[config.mk]
export PLATFORM = sky130hd
export DESIGN_NAME = axi_rd_latency_mon
export DESIGN_NICKNAME = d
export VERILOG_FILES = /design/src/rtl/axi_rd_latency_mon.sv
export SDC_FILE = /design/constraint.sdc
export NUM_CORES = 2
export LEC_CHECK = 0
export BUFFER_PORTS_ARGS = -buffer_cell sky130_fd_sc_hd__buf_2
export CORE_ASPECT_RATIO = 0.8
export CORE_MARGIN = 3
export CORE_UTILIZATION = 49
export DETAILED_ROUTE_END_ITERATION = 6
export PLACE_DENSITY_LB_ADDON = 0.3
export SLEW_MARGIN = 20
export SYNTH_ARGS = -nofsm -noshare
export SYNTH_HDL_FRONTEND = slang
export SYNTH_SLANG_ARGS = --single-unit
export TNS_END_PERCENT = 5
[constraint.sdc]
create_clock -name clk -period 9.63 [get_ports clk]
set_input_delay 0.4815 -clock clk [delete_from_list [all_inputs] [get_ports clk]]
set_output_delay 0.4815 -clock clk [all_outputs]
set_load 0.05 [all_outputs]
[src/rtl/axi_rd_latency_mon.sv]
// AXI read latency monitor.
// Timestamps each tracked read-address handshake per ID and, when the last
// read beat of that ID arrives, emits the elapsed cycle count as a sample.
// Also keeps running count, saturating total, min and max, plus sticky
// protocol error flags.
//
// Event inputs are single-cycle qualified pulses: tt_arvalid means
// arvalid && arready in this cycle, tt_rlast means rvalid && rready && rlast
// in this cycle. There is no backpressure; every pulse is consumed in the
// cycle it is presented.
//
// The latency is computed in the rlast cycle and registered together with
// all statistics, so lat_valid and the updated statistics appear on the
// same cycle. Since the sample pipeline is a single register stage, a clear
// in the rlast cycle drops that rlast outright. A sample already registered
// still pulses lat_valid, and the statistics it carried are already in
// place, so nothing later can alter them.
//
// TS_WIDTH is expected to be at most 48 so a latency fits the total adder.
module axi_rd_latency_mon #(
  parameter int ID_WIDTH = 5,
  parameter int TS_WIDTH = 32
) (
  input  logic                clk,
  input  logic                rst,
  input  logic                enable,
  input  logic                clear,
  input  logic                tt_arvalid,
  input  logic [ID_WIDTH-1:0] tt_arid,
  input  logic                tt_rlast,
  input  logic [ID_WIDTH-1:0] tt_rid,
  output logic                lat_valid,
  output logic [TS_WIDTH-1:0] lat_value,
  output logic [31:0]         lat_count,
  output logic [47:0]         lat_total,
  output logic [TS_WIDTH-1:0] lat_min,
  output logic [TS_WIDTH-1:0] lat_max,
  output logic [ID_WIDTH:0]   outstanding,
  output logic                err_dup_id,
  output logic                err_orphan
);

  localparam int NUM_IDS = 1 << ID_WIDTH;

  logic [TS_WIDTH-1:0] ts_q;
  logic [NUM_IDS-1:0]  valid_q;
  logic [NUM_IDS-1:0]  valid_d;
  logic [TS_WIDTH-1:0] ts_mem [NUM_IDS];

  logic                take_r;
  logic                take_a;
  logic                hit;
  logic                orphan;
  logic                dup;
  logic [TS_WIDTH-1:0] lat;
  logic [48:0]         sum;
  logic [ID_WIDTH:0]   pop;

  logic [31:0]         count_q;
  logic [47:0]         total_q;
  logic [TS_WIDTH-1:0] min_q;
  logic [TS_WIDTH-1:0] max_q;

  assign lat_count = count_q;
  assign lat_total = total_q;
  assign lat_min   = min_q;
  assign lat_max   = max_q;

  // Event qualification, next valid table, latency and saturating sum.
  always_comb begin
    take_r  = tt_rlast & ~clear;
    take_a  = tt_arvalid & enable & ~clear;
    hit     = take_r & valid_q[tt_rid];
    orphan  = take_r & ~valid_q[tt_rid];
    // A retire on the same ID in the same cycle frees the slot first, so
    // the re-open is legitimate and not a duplicate.
    dup     = take_a & valid_q[tt_arid] & ~(hit && (tt_rid == tt_arid));
    lat     = ts_q - ts_mem[tt_rid];
    sum     = {1'b0, total_q} + 49'(lat);
    valid_d = valid_q;
    if (hit) begin
      valid_d[tt_rid] = 1'b0;
    end
    if (take_a) begin
      valid_d[tt_arid] = 1'b1;
    end
    if (clear) begin
      valid_d = '0;
    end
    pop = '0;
    for (int i = 0; i < NUM_IDS; i++) begin
      pop = pop + (ID_WIDTH+1)'(valid_d[i]);
    end
  end

  // Free-running timestamp; clear deliberately leaves it running.
  always_ff @(posedge clk) begin
    if (rst) begin
      ts_q <= '0;
    end else begin
      ts_q <= ts_q + 1'b1;
    end
  end

  // Per-ID start timestamps; contents only matter while the valid bit is set.
  always_ff @(posedge clk) begin
    if (take_a) begin
      ts_mem[tt_arid] <= ts_q;
    end
  end

  // Valid table and its registered population count.
  always_ff @(posedge clk) begin
    if (rst) begin
      valid_q     <= '0;
      outstanding <= '0;
    end else begin
      valid_q     <= valid_d;
      outstanding <= pop;
    end
  end

  // Sample output and statistics, all updated on the same edge.
  always_ff @(posedge clk) begin
    if (rst) begin
      lat_valid <= 1'b0;
      lat_value <= '0;
      count_q   <= '0;
      total_q   <= '0;
      min_q     <= '1;
      max_q     <= '0;
    end else begin
      lat_valid <= hit;
      if (hit) begin
        lat_value <= lat;
      end
      if (clear) begin
        count_q <= '0;
        total_q <= '0;
        min_q   <= '1;
        max_q   <= '0;
      end else if (hit) begin
        if (count_q != 32'hFFFF_FFFF) begin
          count_q <= count_q + 32'd1;
        end
        total_q <= sum[48] ? 48'hFFFF_FFFF_FFFF : sum[47:0];
        if (lat < min_q) begin
          min_q <= lat;
        end
        if (lat > max_q) begin
          max_q <= lat;
        end
      end
    end
  end

  // Sticky protocol error flags.
  always_ff @(posedge clk) begin
    if (rst || clear) begin
      err_dup_id <= 1'b0;
      err_orphan <= 1'b0;
    end else begin
      if (dup) begin
        err_dup_id <= 1'b1;
      end
      if (orphan) begin
        err_orphan <= 1'b1;
      end
    end
  end

endmodule

==> impl_metrics.py <==
metrics = {
    "synth": {
        "syn_area_per_cell_sq_um": 15.17,
        "ys_async_sr_fraction_pct": 0,
        "yosys.area.top_type": "edfxtp_1",
        "synth_enable_flop_cells": 1024,
        "synth_area_leaders": "edfxtp_1, mux4_2, dfxtp_1",
        "syn_area_sq_mm": 0.05469,
        "yosysWarnings": 0,
        "ys_types": 80,
        "syn_nets": 3783,
        "ys_seq_area_share_pct": 65.33,
        "syn-instance-count": 3606,
        "synth_top_area_share_pct": 56.22,
        "ys_ff_latch": 1273,
        "synthFlopType": "edfxtp_1",
    },
    "floorplan": {
        "core.rowCount": 108,
        "fp.dieW_um": 379.5,
        "ios": 201,
        "initial_core_util_pct": 49.91,
        "design.core.area_sq_mm": 0.1096,
        "die-area_sq_mm": 0.1157,
        "die_h_um": 304.8,
    },
    "clock_tree": {
        "cts_tree": "yes",
        "clk_latency_ps": 720,
        "cts_resized": 0,
        "clk_path_buf_depth": 3,
        "clk_pin_slew_ps": 70,
        "cts_made_buffers": 114,
        "cts_hold_buffers": 0,
        "clockRootBuffer": "clkbuf_16",
        "clock-sinks": 1273,
        "htreeDepth": 3,
        "post_cts_buffers": 0,
    },
    "power": {
        "irDropWorstVdd_uv": 146.8,
        "p_leak_nw": 21.09,
        "power_density_mw_per_mm2": 180.7,
    },
    "critical_path": {
        "worstPathArrival_ps": 7980,
        "cp.required_ps": 10260,
        "critPathLaunchType": "input pin",
        "endpoint_kind": "flip-flop",
        "cp_max_fo": 66,
        "crit_type": "input pin to flip-flop",
    },
    "drt": {
        "antenna_left": 0,
        "dr.pass1.iters": 6,
        "wirelength_mm": 154.4,
        "wl_per_cell_um": 28.54,
        "drt-initial-drc-count": 4587,
        "vias": 34180,
        "viasPerCell": 6.317,
        "drc": 0,
    },
    "global_routing": {
        "grt-ovfl-total": 0,
        "grt_start_max_net_pins": 85,
        "antenna_found_initial": 2,
        "grt_pass1_vias": 32610,
        "grt_use_total_pct": 26.30,
        "grt_pass1_wl_mm": 224.7,
    },
    "place": {
        "io_buffers": 200,
        "gp_routability_congestion": 0.9367,
        "dp.final_hpwl_mm": 86.69,
        "placed_cells": 5198,
    },
    "timing": {
        "rsz0062_at_grt": "no",
        "tns_ps": 0,
        "fmax_mhz": 136.0,
        "clock_skew_ps": 28.58,
        "slew_viol_final": 0,
        "setup_viol": 0,
        "tightest_slew_ps": 1063,
        "hold_violations": 0,
        "finalCriticalPeriod_ps": 7352,
        "finalCritPeriodShare_pct": 76.34,
        "slew_headroom_pct": 28.94,
    },
    "final_layout": {
        "stdcell_count": 5411,
        "syn2layout_area_growth_pct": 12.46,
        "fin_nets": 4006,
        "drive_gt1_share_pct": 21.00,
    },
    "hold_path": {
        "min-delay-path-class": "input pin to flip-flop",
    },
    "flow_run": {
        "drv_cap": 0,
    },
    "outcome": {
        "status": "finished, final reports clean",
    },
}
[cell usage after synthesis (all sizes together) (26+ instances only)]
library cell / n
a211oi: 29
a21o: 35
a21oi: 201
a221oi: 34
a22o: 33
a22oi: 63
and2: 33
and3: 43
buf: 86
clkbuf: 103
dfxtp: 249
edfxtp: 1024
fa: 26
ha: 135
inv: 133
mux2i: 26
mux4: 259
nand2: 208
nand3: 68
nand4: 37
nor2: 177
nor3: 40
o211ai: 43
o21ai: 134
xnor2: 63
xor2: 44
[sequential cells by signal (all words and copies together), names as in the netlist]
name         count
ts_q            32
valid_q         32
lat_valid        1
outstanding      6
ts_mem        1024
lat_max         32
lat_count       32
lat_min         32
lat_value       32
lat_total       48
err_orphan       1
err_dup_id       1
[area by class of cell]
cell class,instances,area (sq um)
Inverter,133,499.2
Tap cell,1485,1858
Timing Repair Buffer,296,1782
Sequential cell,1273,35750
Fill cell,8480,48080
Clock buffer,153,3162
Multi-Input combinational cell,2011,17950
Clock inverter,58,500.5
Antenna cell,2,5.005
[power by group]
group / switching, W / internal (W)
sequential: 0.00000302 / 0.00588
combinational: 0.000462 / 0.000274
clock: 0.00203 / 0.00247
[routing by layer]
layer,share of wire [%],track usage (%)
met5,0,0
met4,2.6,6.726
met3,11,6.688
met2,45,39.74
met1,41,38.31
[layout by cell type, fill, tap and decap left out, types with 15 or more instances in the layout]
| cell type | instances |
|---|---|
| a211oi_1 | 28 |
| dfxtp_1 | 236 |
| mux4_2 | 259 |
| xnor2_1 | 63 |
| buf_2 | 197 |
| a31oi_1 | 15 |
| nand3_1 | 66 |
| a21o_1 | 34 |
| mux2i_1 | 25 |
| edfxtp_1 | 1024 |
| a22o_1 | 33 |
| and3_1 | 42 |
| nor2_1 | 141 |
| xor2_1 | 44 |
| nand4_1 | 37 |
| o21a_1 | 16 |
| a221oi_1 | 34 |
| or3_1 | 25 |
| clkbuf_1 | 25 |
| buf_4 | 94 |
| clkbuf_16 | 116 |
| nor2b_1 | 25 |
| a21oi_1 | 199 |
| nor2_4 | 36 |
| ha_1 | 135 |
| a22oi_1 | 63 |
| inv_1 | 133 |
| fa_1 | 26 |
| clkinv_1 | 16 |
| o21ai_0 | 130 |
| o211ai_1 | 43 |
| clkinv_2 | 23 |
| nand2_1 | 207 |
| and2_1 | 32 |
| nor3_1 | 39 |
| nand2b_1 | 16 |
[stage by stage]
| step | hold WS (ps) | area (sq um) | power, W | setup slack (ps) | utilization [%] |
|---|---|---|---|---|---|
| final | 78.12 | 61510 | 0.01111 | 2278 | 56.13 |
| after global routing | 47.25 | 61510 | 0.01145 | 1762 | 56.13 |
| after CTS | 39.63 | 61490 | 0.01116 | 2348 | 56.11 |
| after detailed placement | 437.1 | 57830 | 0.006724 | 1640 | 52.77 |
| after global placement | 435.8 | 57830 | 0.006720 | 1768 | 52.77 |
| after floorplan | 499.3 | 54700 | 0.006502 | 2499 | - |
[cell families (layout without fill, tap and decap cells)]
logic type                 Yosys count  in the layout  synth area share [%]
muxes                              288            288                 11.23
other                                0              2                     0
AOI/OAI and AO/OA                  685            685                 8.146
DFF                               1273           1273                 65.33
adders and majority gates          161            161                 4.040
buffers and inverters              322            640                 2.391
and+or+nand+nor                    770            770                 7.151
xor gates and xnor gates           107            107                 1.713
[worst max-delay path, stage by stage]
cell,delay [ps]
buf_8,580
buf_4,400
mux4_2,540
a22o_1,190
a221oi_1,220
and3_1,210
ha_1,270
and2_1,200
a221o_1,440
o21ai_1,300
a211oi_1,200
o211a_1,300
or4b_1,510
nand3_1,180
inv_1,140
ha_1,330
a21oi_1,160
o21ai_0,190
a311oi_1,310
o21ai_0,140
o31a_1,350
nor2_4,690
buf_4,340
nand3_1,100
o211ai_1,130
[worst paths after layout]
path	slack, ps	startpoint	cells past startpoint	endpoint
min reg2reg	450	err_orphan	2	err_orphan
max reg2reg	2690	ts_mem[19][4]	23	lat_min[8]
max	2280	tt_rid[0]	25	lat_min[8]
min	80	tt_rlast	3	err_orphan
No activity file was read; power rests on OpenSTA's default activity.
